[src/rtl/gan_bias_seq.sv]
// gan_bias_seq: bias-fetch sequencer. Latches a bias-set choice on start,
// drives the bias memory select and streams bias words layer by layer
// (G_L2, G_L3, D_L2, D_L3) over a valid/ready handshake with layer/index tags.
module gan_bias_seq #(
    parameter int unsigned WIDTH  = 32,
    parameter int unsigned N_G_L2 = 3,
    parameter int unsigned N_G_L3 = 9,
    parameter int unsigned N_D_L2 = 3,
    parameter int unsigned N_D_L3 = 1,
    parameter int unsigned IDX_W  = 4
) (
    input  logic                    clk,
    input  logic                    rst,
    input  logic                    start,
    input  logic                    sel_in,
    input  logic [1:0]              mode,
    input  logic                    abort,
    input  logic [N_G_L2*WIDTH-1:0] bg2,
    input  logic [N_G_L3*WIDTH-1:0] bg3,
    input  logic [N_D_L2*WIDTH-1:0] bd2,
    input  logic [N_D_L3*WIDTH-1:0] bd3,
    output logic                    mem_choice,
    output logic [WIDTH-1:0]        bias_data,
    output logic                    bias_valid,
    input  logic                    bias_ready,
    output logic [1:0]              bias_layer,
    output logic [IDX_W-1:0]        bias_idx,
    output logic                    layer_last,
    output logic                    seq_last,
    output logic                    busy,
    output logic                    done
);

    localparam logic [1:0] S_IDLE   = 2'd0;
    localparam logic [1:0] S_LOAD   = 2'd1;
    localparam logic [1:0] S_STREAM = 2'd2;
    localparam logic [1:0] S_DONE   = 2'd3;

    localparam logic [1:0] L_G2 = 2'd0;
    localparam logic [1:0] L_G3 = 2'd1;
    localparam logic [1:0] L_D2 = 2'd2;
    localparam logic [1:0] L_D3 = 2'd3;

    localparam logic [1:0] M_FULL = 2'b00;
    localparam logic [1:0] M_GEN  = 2'b01;
    localparam logic [1:0] M_DIS  = 2'b10;

    logic [1:0]       state;
    logic [1:0]       mode_r;
    logic             hs;
    logic [1:0]       first_layer;
    logic [1:0]       final_layer;
    logic [1:0]       nxt_layer;
    logic [IDX_W-1:0] nxt_idx;
    logic [IDX_W-1:0] nxt_last_idx;
    logic             nxt_layer_last;
    logic             nxt_seq_last;
    logic [WIDTH-1:0] nxt_word;

    // Next word position: first word of the mode in LOAD, otherwise the
    // successor of the word currently presented.
    always_comb begin
        hs          = bias_valid & bias_ready;
        first_layer = (mode_r == M_DIS) ? L_D2 : L_G2;
        final_layer = (mode_r == M_GEN) ? L_G3 : L_D3;
        nxt_layer   = bias_layer;
        nxt_idx     = bias_idx + IDX_W'(1);
        if (state == S_LOAD) begin
            nxt_layer = first_layer;
            nxt_idx   = '0;
        end else if (layer_last) begin
            nxt_layer = bias_layer + 2'd1;
            nxt_idx   = '0;
        end
        case (nxt_layer)
            L_G2:    nxt_last_idx = IDX_W'(N_G_L2 - 1);
            L_G3:    nxt_last_idx = IDX_W'(N_G_L3 - 1);
            L_D2:    nxt_last_idx = IDX_W'(N_D_L2 - 1);
            default: nxt_last_idx = IDX_W'(N_D_L3 - 1);
        endcase
        nxt_layer_last = (nxt_idx == nxt_last_idx);
        nxt_seq_last   = nxt_layer_last && (nxt_layer == final_layer);
    end

    // Select the next bias word from the packed memory buses.
    always_comb begin
        nxt_word = '0;
        case (nxt_layer)
            L_G2: begin
                for (int unsigned i = 0; i < N_G_L2; i++)
                    if (nxt_idx == IDX_W'(i)) nxt_word = bg2[i*WIDTH +: WIDTH];
            end
            L_G3: begin
                for (int unsigned i = 0; i < N_G_L3; i++)
                    if (nxt_idx == IDX_W'(i)) nxt_word = bg3[i*WIDTH +: WIDTH];
            end
            L_D2: begin
                for (int unsigned i = 0; i < N_D_L2; i++)
                    if (nxt_idx == IDX_W'(i)) nxt_word = bd2[i*WIDTH +: WIDTH];
            end
            default: begin
                for (int unsigned i = 0; i < N_D_L3; i++)
                    if (nxt_idx == IDX_W'(i)) nxt_word = bd3[i*WIDTH +: WIDTH];
            end
        endcase
    end

    // Sequencer FSM with registered data, tags and status outputs.
    always_ff @(posedge clk or posedge rst) begin
        if (rst) begin
            state      <= S_IDLE;
            mode_r     <= M_FULL;
            mem_choice <= 1'b0;
            bias_data  <= '0;
            bias_valid <= 1'b0;
            bias_layer <= '0;
            bias_idx   <= '0;
            layer_last <= 1'b0;
            seq_last   <= 1'b0;
            busy       <= 1'b0;
            done       <= 1'b0;
        end else if (abort && (state == S_LOAD || state == S_STREAM)) begin
            // mem_choice deliberately keeps its value across an abort
            state      <= S_IDLE;
            bias_data  <= '0;
            bias_valid <= 1'b0;
            bias_layer <= '0;
            bias_idx   <= '0;
            layer_last <= 1'b0;
            seq_last   <= 1'b0;
            busy       <= 1'b0;
        end else begin
            case (state)
                S_IDLE: begin
                    if (start && !abort) begin
                        mem_choice <= sel_in;
                        mode_r     <= (mode == 2'b11) ? M_FULL : mode;
                        busy       <= 1'b1;
                        state      <= S_LOAD;
                    end
                end
                S_LOAD: begin
                    bias_data  <= nxt_word;
                    bias_layer <= nxt_layer;
                    bias_idx   <= nxt_idx;
                    layer_last <= nxt_layer_last;
                    seq_last   <= nxt_seq_last;
                    bias_valid <= 1'b1;
                    state      <= S_STREAM;
                end
                S_STREAM: begin
                    if (hs) begin
                        if (seq_last) begin
                            bias_valid <= 1'b0;
                            busy       <= 1'b0;
                            state      <= S_DONE;
                        end else begin
                            bias_data  <= nxt_word;
                            bias_layer <= nxt_layer;
                            bias_idx   <= nxt_idx;
                            layer_last <= nxt_layer_last;
                            seq_last   <= nxt_seq_last;
                        end
                    end
                end
                default: begin
                    // done is raised on the first DONE cycle and dropped on
                    // the second, which is also when IDLE is re-entered
                    if (!done) begin
                        done <= 1'b1;
                    end else begin
                        done  <= 1'b0;
                        state <= S_IDLE;
                    end
                end
            endcase
        end
    end

endmodule

[config.mk]
export PLATFORM = sky130hd
export DESIGN_NAME = gan_bias_seq
export DESIGN_NICKNAME = d
export VERILOG_FILES = /design/src/rtl/gan_bias_seq.sv
export SDC_FILE = /design/constraint.sdc
export NUM_CORES = 1
export LEC_CHECK = 0
export BUFFER_PORTS_ARGS = -buffer_cell sky130_fd_sc_hd__buf_2
export CAP_MARGIN = 20
export CORE_AREA = 10 10 213 215
export CTS_CLUSTER_SIZE = 14
export DETAILED_ROUTE_END_ITERATION = 10
export DIE_AREA = 0 0 223 225
export PLACE_DENSITY = 0.44
export SLEW_MARGIN = 15
export SYNTH_ARGS = -nofsm -noshare
export SYNTH_HDL_FRONTEND = slang
export SYNTH_SLANG_ARGS = --single-unit
[constraint.sdc]
create_clock -name clk -period 2.5 [get_ports clk]
set_input_delay 0.125 -clock clk [delete_from_list [all_inputs] [get_ports clk]]
set_output_delay 0.125 -clock clk [all_outputs]
set_load 0.1 [all_outputs]
==> summary.txt <==
Power
  – Psw: 9.98 mW
  – Cell internal pwr: 8.38 mW
  – Clock share of power: 3.9%
  – Leakage: 6.14 nW
  – Pwr dens: 1360 nW/um^2
  – Comb pwr share: 89.2%
  – Flop pwr share: 6.9%
  – Max rail drop VDD: 0.626 mV
  – Switching part of the total: 54.4%

Critical path
  – Launch point of the worst reg-to-reg path: bias_idx[0]
  – R2R Path End: bias_data[27]
  – Worst Path Required: 2.70 ns
  – CP endpoint kind: flop
  – Worst Reg-to-Reg Cells: 8
  – Startpoint types: flop
  – Critical Path AT: 2.85 ns
  – CP Class: flop to flop
  – Crit path max fanout: 10
  – Worst R2R Setup Slack: -0.15 ns

GRT
  – First-pass GRT wire length: 86200 um
  – Antenna violations before repair: 12
  – Pin count of the biggest net entering global routing: 59
  – Vias in the first global route: 12054
  – All-layer global routing usage: 23.1%
  – Gr ovfl total: 0

Drt
  – Post-route ant nets: 0
  – WL/cell: 28.6 um
  – Via count: 11500
  – Initial DRC Count: 841
  – Vias per std cell: 5.19
  – First-pass DRT Iterations: 5
  – Post-Route WL: 63400 um
  – Drt drc: 0

Layout
  – Area delta synth->final: 93.6%
  – Layout cells sized above 1: 58.2%
  – Nets: 2194
  – Number of fill cells: 4518
  – Final core utilization: 32.6%

Job
  – Max_cap viols: 0

STA
  – Crit share post-route: 106%
  – Setup ws final: -0.154 ns
  – Final setup fails: 29
  – Fin crit period: 2.65 ns
  – Slew headroom: 51.5%
  – Slew Limit Fails: 0
  – Max Clock Skew: 0.0101 ns
  – Final Hold Fails: 0
  – Fmax: 0.377 GHz
  – Worst slew pin tran: 0.726 ns
  – RSZ-0062 raised after global routing: true

Synth
  – Adder-cell share of the synthesized area: 0.898%
  – Synth Net Count: 1500
  – Synthesized cell area: 6970 um^2
  – Synthesis Warnings: 0
  – Async SR Flop Fraction: 100%
  – Yosys reg bits: 48
  – Multiplexer share of the synthesized area: 2.66%
  – Synth Instances: 975
  – Area contributors post-synth: dfrtp_1 (17%), a21oi_1 (7.5%), o21ai_0 (6.3%)
  – Synth Area in Compound Gates: 55.1%
  – Register area share after synthesis: 17.2%
  – Post-Syn Area per Cell: 7.14 um^2
  – Post-Synth XOR/XNOR Area: 0.862%
  – Top FF cell, synth: dfrtp_1
  – Simple-gate share of the synthesized area: 15.3%
  – Cell taking the most area after synthesis: dfrtp_1
  – Post-synth cell types: 63
  – Post-synth EDFFs: 0
  – Share of the synthesized area in the top cell type: 17.2%
  – Largest family of logic cells by synthesized area: compound AO/OA/AOI/OAI gates

Floorplan
  – # rows: 75
  – Die area: 50200 um^2
  – Initial Utilization: 16.8%
  – DIE WIDTH: 223 um
  – # IOs: 564
  – Core Region: 41400 um^2
  – DIE HEIGHT: 225 um

Min path
  – Hold Path End: mem_choice
  – Hold Crit Depth: 2
  – Hold WC Path Type: primary input to flop
  – Beginning of the worst hold path: sel_in

Run status
  – Failing checks: setup timing
  – Status: finished with violations

Place
  – Routability Congestion: 0.939
  – IO Port Bufs: 563
  – Placement Setup Slack: -0.535 ns
  – Hpwl dp: 52700 um

Clocking
  – Clock sink count: 48
  – Root Buffer: clkbuf_16
  – Clk buf depth: 2
  – Skew-Pair Late Insertion Delay: 0.31 ns
  – CTS clock-pin slew for the worst setup and hold paths: 0.08 ns
  – Cts bufs inserted: 5
  – H-tree lvl count: 2
  – CTS tree: done
[per-layer routing]
metal	GRT usage [%]	wire length, um	vias to the layer above
met5	0	24	-
met4	5.71	1360	6
met1	29.6	27000	5569
met3	5.59	5160	63
met2	38.1	29800	557
li1	-	-	5305
[cells in the mapped netlist, types with 13 or more instances]
| library cell | number |
|---|---|
| a21oi_1 | 104 |
| a31oi_1 | 34 |
| a21boi_0 | 27 |
| a211o_1 | 13 |
| dfrtp_1 | 48 |
| mux2i_1 | 14 |
| a22oi_1 | 19 |
| nand3_1 | 21 |
| o21ai_0 | 88 |
| o22ai_1 | 58 |
| a221o_1 | 19 |
| a221oi_1 | 37 |
| nor2_1 | 47 |
| buf_2 | 29 |
| clkbuf_1 | 72 |
| inv_1 | 14 |
| nand2_1 | 73 |
| a22o_1 | 38 |
| a211oi_1 | 27 |
| a2bb2oi_1 | 21 |
[state kept, by name, summed over array words and instances, names as in the netlist]
signal,count
mode_r,2
bias_layer,2
bias_idx,4
done,1
layer_last,1
state,2
busy,1
bias_valid,1
seq_last,1
bias_data,32
mem_choice,1
[layout by cell type (no fill, tap or decap), types with 11 or more instances in the layout]
cell	Yosys	layout
a21boi_0	27	27
nor2_1	47	30
a222oi_1	12	12
nand2_1	73	71
buf_4	4	172
a221o_1	19	15
a22oi_1	19	17
buf_12	0	28
a211oi_1	27	16
a221oi_1	37	18
a22o_1	38	38
nor2_2	7	16
a221oi_2	0	17
o22ai_1	58	41
buf_6	3	20
nand3_1	21	21
a211oi_2	2	11
o21ai_1	1	19
o2bb2ai_1	12	11
a2bb2oi_1	21	16
o21ai_0	88	67
a211o_1	13	13
a31oi_1	34	30
dfrtp_1	48	39
inv_1	14	12
buf_2	29	564
o22ai_2	0	17
a21oi_1	104	94
mux2i_1	14	12
[logic make-up (layout without fill, tap and decap cells)]
family	Yosys count	in the layout
compound gates	554	555
xor+xnor	6	6
fa+ha+maj	5	5
buf+inv	129	823
flops	48	48
mux	18	18
other cells	0	6
simple gates	215	215
[per-stage QoR]
step / setup TNS (ns) / power, mW / hold WS (ns) / cell area, um^2 / instances
global route: -4.05 / 19.4 / 0.0484 / 13500 / 2212
global placement: -14.96 / 14.9 / 0.289 / 11800 / 2149
finish: -1.87 / 18.4 / 0.0459 / 13500 / 2215
floorplan: -5.19 / 8.71 / 0.273 / 7000 / 975
detailed placement: -13.77 / 15.0 / 0.305 / 11800 / 2151
CTS: -2.58 / 17.2 / 0.0358 / 12700 / 2183
[layout make-up]
| class | instances | area (um^2) | area share (%) |
|---|---|---|---|
| inverters | 15 | 56.3 | 0.417 |
| multi-input cells | 799 | 6140 | 45.5 |
| well taps | 539 | 674 | 5.00 |
| clock inverters | 1 | 5.00 | 0.0371 |
| clock buffers | 7 | 133 | 0.983 |
| flip-flops and latches | 48 | 1220 | 9.05 |
| diodes | 6 | 15.0 | 0.111 |
| repair buffers | 800 | 5250 | 38.9 |
[how the worst max path moves through the flow]
stage           startpoint            end  slack, ns  depth (start not counted)
6_report       bias_idx[0]  bias_data[27]      -0.15                          8
5_1_grt        bias_idx[0]   bias_data[2]      -0.20                          9
3_3_place_gp      state[1]  bias_data[21]      -0.58                         10
4_1_cts        bias_idx[0]  bias_data[22]      -0.15                          8
2_1_floorplan  bias_idx[0]  bias_data[27]      -0.27                         11
3_5_place_dp      state[1]  bias_data[21]      -0.53                         10
[worst max-delay path, stage by stage, from the launching register on]
cell and delay [ns]:
dfrtp_4 0.51, ha_4 0.32, or3b_4 0.43, or2_4 0.29, buf_12 0.16, nor2_2 0.09, o21ai_1 0.06, a221o_1 0.42
a22o_1 0.24
[power groups by stage]
| stage | sequential (mW) | clock, mW | combinational [mW] |
|---|---|---|---|
| after floorplan | 2.37 | 0 | 6.34 |
| after global placement | 1.27 | 0 | 13.7 |
| after detailed placement | 1.26 | 0 | 13.7 |
| after CTS | 1.25 | 0.733 | 15.2 |
| after global routing | 1.29 | 0.765 | 17.3 |
| final | 1.27 | 0.711 | 16.4 |
[timing repair]
item	CTS	global route
buffers inserted	21	24
pin swaps	28	41
hold buffers	1	0
endpoints found under the hold margin	23	0
cloned	3	7
setup endpoints to repair	34	34
resized for setup	97	101
Note: power is estimated with default switching activity, not from simulation.
